### src/rtl/miner_pkg.sv
// Shared types and widths for the miner work controller and its result FIFO.
package miner_pkg;

  localparam int MIDSTATE_W = 256;
  localparam int DATA_W     = 512;
  localparam int NONCE_W    = 32;
  localparam int RES_JOB_W  = 16;
  localparam int HASH_CNT_W = 48;

  typedef enum logic [1:0] {
    IDLE = 2'd0,
    LOAD = 2'd1,
    MINE = 2'd2
  } state_t;

  // Job field sized for the widest supported tag; narrower tags are zero-extended.
  typedef struct packed {
    logic [RES_JOB_W-1:0] job;
    logic [NONCE_W-1:0]   nonce;
  } result_t;

  function automatic logic [NONCE_W-1:0] correct_nonce(
    input logic [NONCE_W-1:0] raw,
    input logic [NONCE_W-1:0] offset
  );
    return raw - offset;
  endfunction

endpackage

### src/rtl/miner_result_fifo.sv
// Synchronous show-ahead result FIFO; a push into a full FIFO succeeds only
// when a pop happens in the same cycle.
module miner_result_fifo
  import miner_pkg::*;
#(
  parameter int DEPTH = 4
) (
  input  logic    clk,
  input  logic    reset_n,
  input  logic    push,
  input  result_t push_data,
  input  logic    pop,
  output result_t head,
  output logic    empty,
  output logic    full
);

  localparam int PTR_W = $clog2(DEPTH);
  localparam logic [PTR_W:0]   CNT_ONE  = (PTR_W + 1)'(1);
  localparam logic [PTR_W:0]   CNT_FULL = (PTR_W + 1)'(DEPTH);
  localparam logic [PTR_W-1:0] PTR_ONE  = PTR_W'(1);

  result_t          mem [DEPTH];
  logic [PTR_W-1:0] wr_ptr;
  logic [PTR_W-1:0] rd_ptr;
  logic [PTR_W:0]   count;
  logic             do_pop;
  logic             do_push;

  assign empty   = (count == '0);
  assign full    = (count == CNT_FULL);
  assign head    = mem[rd_ptr];
  assign do_pop  = pop && !empty;
  assign do_push = push && (!full || do_pop);

  // Storage, pointers and occupancy; contents are discarded on reset.
  always_ff @(posedge clk or negedge reset_n) begin
    if (!reset_n) begin
      for (int i = 0; i < DEPTH; i++) begin
        mem[i] <= '0;
      end
      wr_ptr <= '0;
      rd_ptr <= '0;
      count  <= '0;
    end else begin
      if (do_push) begin
        mem[wr_ptr] <= push_data;
        wr_ptr      <= wr_ptr + PTR_ONE;
      end
      if (do_pop) begin
        rd_ptr <= rd_ptr + PTR_ONE;
      end
      case ({do_push, do_pop})
        2'b10:   count <= count + CNT_ONE;
        2'b01:   count <= count - CNT_ONE;
        default: count <= count;
      endcase
    end
  end

endmodule

### src/rtl/miner_work_ctrl.sv
// Work sequencing controller for one hashing core with a golden-nonce result FIFO.
// Optional hash-rate counter output enabled by defining MINER_HASHRATE_CNT_EN.
module miner_work_ctrl
  import miner_pkg::*;
#(
  parameter logic [NONCE_W-1:0] NONCE_OFFSET = 32'd0,
  parameter int                 FIFO_DEPTH   = 4,
  parameter int                 JOB_ID_W     = 4
) (
  input  logic                  clk,
  input  logic                  reset_n,
  input  logic                  work_valid,
  output logic                  work_ready,
  input  logic [MIDSTATE_W-1:0] work_midstate,
  input  logic [DATA_W-1:0]     work_data,
  input  logic [NONCE_W-1:0]    work_nonce_start,
  input  logic [NONCE_W-1:0]    work_nonce_end,
  output logic [MIDSTATE_W-1:0] core_midstate,
  output logic [DATA_W-1:0]     core_data,
  output logic [NONCE_W-1:0]    core_nonce,
  output logic                  core_load,
  input  logic [NONCE_W-1:0]    core_nonce_cur,
  input  logic                  core_golden_valid,
  input  logic [NONCE_W-1:0]    core_golden_nonce,
  output logic                  res_valid,
  input  logic                  res_ready,
  output logic [NONCE_W-1:0]    res_nonce,
  output logic [JOB_ID_W-1:0]   res_job,
  output logic                  busy,
  output logic                  job_done,
`ifdef MINER_HASHRATE_CNT_EN
  output logic [HASH_CNT_W-1:0] hash_cnt,
`endif
  output logic                  overflow
);

  localparam logic [JOB_ID_W-1:0] JOB_ONE = JOB_ID_W'(1);

  state_t               state;
  logic [NONCE_W-1:0]   nonce_end;
  logic [JOB_ID_W-1:0]  job_id;
  logic                 accept;
  logic                 capture;
  logic                 pop;
  logic                 drop;
  logic                 fifo_empty;
  logic                 fifo_full;
  result_t              push_data;
  result_t              head;
  logic                 unused_job_bits;

  // The core is busy latching its buses while core_load is high.
  assign work_ready = !core_load;
  assign accept     = work_valid && work_ready;
  // Core outputs are stale outside MINE, so golden pulses only count there.
  assign capture    = (state == MINE) && core_golden_valid;
  assign pop        = res_ready && res_valid;
  assign drop       = capture && fifo_full && !pop;

  assign res_valid       = !fifo_empty;
  assign res_nonce       = head.nonce;
  assign res_job         = head.job[JOB_ID_W-1:0];
  assign unused_job_bits = ^head.job;

  // Result entry: tag with the job that was mining when the pulse arrived.
  always_comb begin
    push_data       = '0;
    push_data.job   = RES_JOB_W'(job_id);
    push_data.nonce = correct_nonce(core_golden_nonce, NONCE_OFFSET);
  end

  // Work FSM: accept, one-cycle load strobe, then range tracking.
  always_ff @(posedge clk or negedge reset_n) begin
    if (!reset_n) begin
      state         <= IDLE;
      core_midstate <= '0;
      core_data     <= '0;
      core_nonce    <= '0;
      core_load     <= 1'b0;
      nonce_end     <= '0;
      job_id        <= '0;
      busy          <= 1'b0;
      job_done      <= 1'b0;
    end else begin
      core_load <= 1'b0;
      job_done  <= 1'b0;
      if (accept) begin
        core_midstate <= work_midstate;
        core_data     <= work_data;
        core_nonce    <= work_nonce_start;
        nonce_end     <= work_nonce_end;
        job_id        <= job_id + JOB_ONE;
        core_load     <= 1'b1;
        busy          <= 1'b1;
        state         <= LOAD;
      end else begin
        case (state)
          IDLE: begin
            state <= IDLE;
            busy  <= 1'b0;
          end
          LOAD: begin
            state <= MINE;
            busy  <= 1'b1;
          end
          MINE: begin
            // Exact match so ranges wrapping through zero still terminate.
            if (core_nonce_cur == nonce_end) begin
              job_done <= 1'b1;
              busy     <= 1'b0;
              state    <= IDLE;
            end else begin
              state <= MINE;
              busy  <= 1'b1;
            end
          end
          default: begin
            state <= IDLE;
            busy  <= 1'b0;
          end
        endcase
      end
    end
  end

  // Sticky drop flag; a drop in the accept cycle still belongs to this report.
  always_ff @(posedge clk or negedge reset_n) begin
    if (!reset_n) begin
      overflow <= 1'b0;
    end else if (drop) begin
      overflow <= 1'b1;
    end else if (accept) begin
      overflow <= 1'b0;
    end else begin
      overflow <= overflow;
    end
  end

`ifdef MINER_HASHRATE_CNT_EN
  // Saturating count of MINE cycles; survives new work.
  always_ff @(posedge clk or negedge reset_n) begin
    if (!reset_n) begin
      hash_cnt <= '0;
    end else if ((state == MINE) && (hash_cnt != '1)) begin
      hash_cnt <= hash_cnt + HASH_CNT_W'(1);
    end else begin
      hash_cnt <= hash_cnt;
    end
  end
`endif

  miner_result_fifo #(
    .DEPTH(FIFO_DEPTH)
  ) u_fifo (
    .clk      (clk),
    .reset_n  (reset_n),
    .push     (capture),
    .push_data(push_data),
    .pop      (pop),
    .head     (head),
    .empty    (fifo_empty),
    .full     (fifo_full)
  );

endmodule
### config.mk
export PLATFORM = sky130hd
export DESIGN_NAME = miner_work_ctrl
export DESIGN_NICKNAME = d
export VERILOG_FILES = /design/src/rtl/miner_pkg.sv /design/src/rtl/miner_result_fifo.sv /design/src/rtl/miner_work_ctrl.sv
export SDC_FILE = /design/constraint.sdc
export NUM_CORES = 2
export LEC_CHECK = 0
export ABC_AREA = 1
export CORE_AREA = 2 2 688 690
export CTS_CLUSTER_DIAMETER = 120
export DETAILED_ROUTE_END_ITERATION = 8
export DIE_AREA = 0 0 690 692
export GPL_ROUTABILITY_DRIVEN = 0
export PLACE_DENSITY = 0.33
export SYNTH_ARGS = -nofsm -noshare
export SYNTH_HDL_FRONTEND = slang
export SYNTH_HIERARCHICAL = 1
export SYNTH_SLANG_ARGS = --single-unit
### constraint.sdc
create_clock -name clk -period 2.37 [get_ports clk]
set_clock_uncertainty 0.2 [all_clocks]
set_input_delay 0.3555 -clock clk [delete_from_list [all_inputs] [get_ports clk]]
set_output_delay 0.3555 -clock clk [all_outputs]
set_load 0.01 [all_outputs]
==> impl_results.md <==
* Final Setup Violations at 36
* Max Fclk at 364 MHz
* H-tree depth at 4
* Total die area at 477000 um^2
* Pleak at 37.6 nW
* Avg WL per Cell at 26.5 um
* Clock tree buffer depth at 4
* GRT Total Usage at 0.147
* Startpoint types: flop
* Input/output buffers at 1742
* Vias per inst at 3.24
* Post-synthesis cell count at 4555
* Met3 routed WL at 28300 um
* Fin util at 0.169
* Post-Route WL at 363000 um
* Final Hold Viols at 0
* CORE AREA at 470000 um^2
* Post-route ant nets at 0
* Inserted Clock Buffers at 146
* 1st-iter DRT viols at 3369
* Min-delay worst type: in -> reg
* DP Area at 66100 um^2
* Slowest CP cell: dfrtp_2
* Critical Path, Cell by Cell: inv_8, buf_12, buf_16, nor2_2, o22ai_4, buf_6
* Worst setup EP type: output pin
* CTS tree: built
* Violated checks: negative setup slack
* Ys Warns at 6
* Fin Setup TNS at -11400 ps
* Die H at 692 um
* Cell area after layout at 79400 um^2
* Gr ovfl total at 0
* First-pass GRT wire length at 471000 um
* Number of instances in the placed design at 12500
* Fin nets at 8166
* Layout area overhead at 101%
* Buf/Inv on CP at 4
* Slowest stage delay, CP at 490 ps
* Slew Viols, Final at 0
* Layout cells sized above 1 at 0.114
* Initial core utilization at 0.0841
* Max-cap violations at 0
* Initial antenna violation count at 271
* Pwr Density at 825 nW/um^2
* Wl on met1 at 147000 um
* Clk slew on worst S/H paths at 60 ps
* First-pass DRT Iterations at 7
* Critical Path AT at 2190 ps
* WP data required at 1810 ps
* Clk_lat worst skew at 830 ps
* # DRC at 0
* Die width at 690 um
* Post-DP HPWL at 304000 um
* Least-Margin Pin Slew at 682 ps
* Top sig layer: met5
* Period utilization at 1.16
* Setup CP Type: reg -> out
* Family with the most delay on the worst path: buffers and inverters
* Final Non-Filler Cells at 13700
* Final Total Pwr at 65.6 mW
* Site Rows at 252
* Root buf cell: clkbuf_16
* Outcome: finished, violations left
* Rel. slew slack at 0.546
* Final worst slack at -377 ps
* Unrepaired setup endpoints after global routing: yes
* # clock sinks at 992
* Maximum VDD drop at 502 uV
* Largest net degree at the start of global routing at 103
* Min Clock Period, post-route at 2750 ps
* Syn avg cell area at 8.67 um^2
* Vias in the first global route at 45900
* Filler cells at 53000
* Io pins at 1743
* WL met2 at 174000 um
* Post-Syn Nets at 5465
* Synthesized area at 39500 um^2
* CP max FO at 7
* Via count at 44300
## flip-flops by register name, indices dropped and copies added, names as in the netlist
signal         flops
busy               1
core_data        512
core_midstate    256
core_nonce        32
job_done           1
job_id             4
nonce_end         32
overflow           1
state              2
u_fifo/count       3
u_fifo/mem       144
u_fifo/rd_ptr      2
u_fifo/wr_ptr      2
## final timing paths
check	to	depth (start not counted)	from	slack [ps]
max	res_nonce[30]	6	u_fifo/rd_ptr[0]	-380
min	core_data[462]	3	work_data[462]	60
max reg2reg	u_fifo/count[2]	16	u_fifo/count[0]	160
min reg2reg	core_midstate[156]	2	core_midstate[156]	270
max in group asynchronous	u_fifo/count[1]	3	reset_n	920
min in group asynchronous	core_midstate[136]	3	reset_n	190
## placed cells by master (no fill, tap or decap), types with 29 or more instances in the layout
| cell | n |
|---|---|
| dlygate4sd2_1 | 700 |
| clkbuf_1 | 40 |
| nor2_1 | 40 |
| buf_12 | 80 |
| buf_6 | 44 |
| diode_2 | 89 |
| dfrtp_2 | 45 |
| clkbuf_16 | 151 |
| dfrtp_1 | 947 |
| clkdlybuf4s50_1 | 922 |
| clkbuf_8 | 29 |
| nand2_1 | 2828 |
| nand4_1 | 144 |
| buf_4 | 257 |
| o21ai_2 | 34 |
| dlygate4sd3_1 | 778 |
| nor2_2 | 30 |
## layout make-up
cell class / instances / area, um^2 / area share
Inverter: 38 / 165 / 0.00208
Clock inverter: 36 / 403 / 0.00507
Antenna cell: 89 / 223 / 0.00280
Tap cell: 6223 / 7790 / 0.0980
Timing Repair Buffer: 2842 / 27900 / 0.351
Clock buffer: 219 / 4300 / 0.0542
Multi-Input combinational cell: 3236 / 13800 / 0.174
Sequential cell: 992 / 24900 / 0.313
## per-layer routing
metal | track usage | up-vias
met5 | 0 | -
met1 | 0.177 | 22000
met3 | 0.0450 | 649
li1 | - | 19600
met2 | 0.251 | 2031
met4 | 0.0420 | 62
## per-stage QoR
| step | hold WS, ps | worst slack, ps |
|---|---|---|
| floorplan | -140 | -7.40 |
| global placement | 130 | -1700 |
| detailed placement | 121 | -1530 |
| CTS | 0.0457 | -550 |
| global route | 25.1 | -505 |
| finish | 58.5 | -377 |
## where the power goes
part / switching (mW) / internal [mW] / leakage (nW)
logic: 12.2 / 9.36 / 22.9
clock network: 9.09 / 13.1 / 2.29
registers: 2.19 / 19.6 / 12.3
## timing repair
| item | in CTS | in global routing |
|---|---|---|
| resized for setup | 1211 | 98 |
| setup buffers | 39 | 7 |
| gates cloned | 11 | 1 |
| hold buffers | 778 | 0 |
| pin swaps | 44 | 35 |
| endpoints found under the hold margin | 1829 | 0 |
| setup endpoints to repair | 771 | 44 |
## worst register-to-register path: stages (launching register included)
cell and delay, ps:
dfrtp_1 390, nor2_2 140, nand2_2 70, inv_2 60, inv_2 40, nand2_2 90, inv_2 50, inv_2 60
nand3_4 90, nand2_4 80, ha_4 130, inv_2 40, fa_2 360, inv_1 60, nand2_1 40, nand3b_1 90
xor2_1 140
Note: power is estimated with default switching activity, not from simulation.
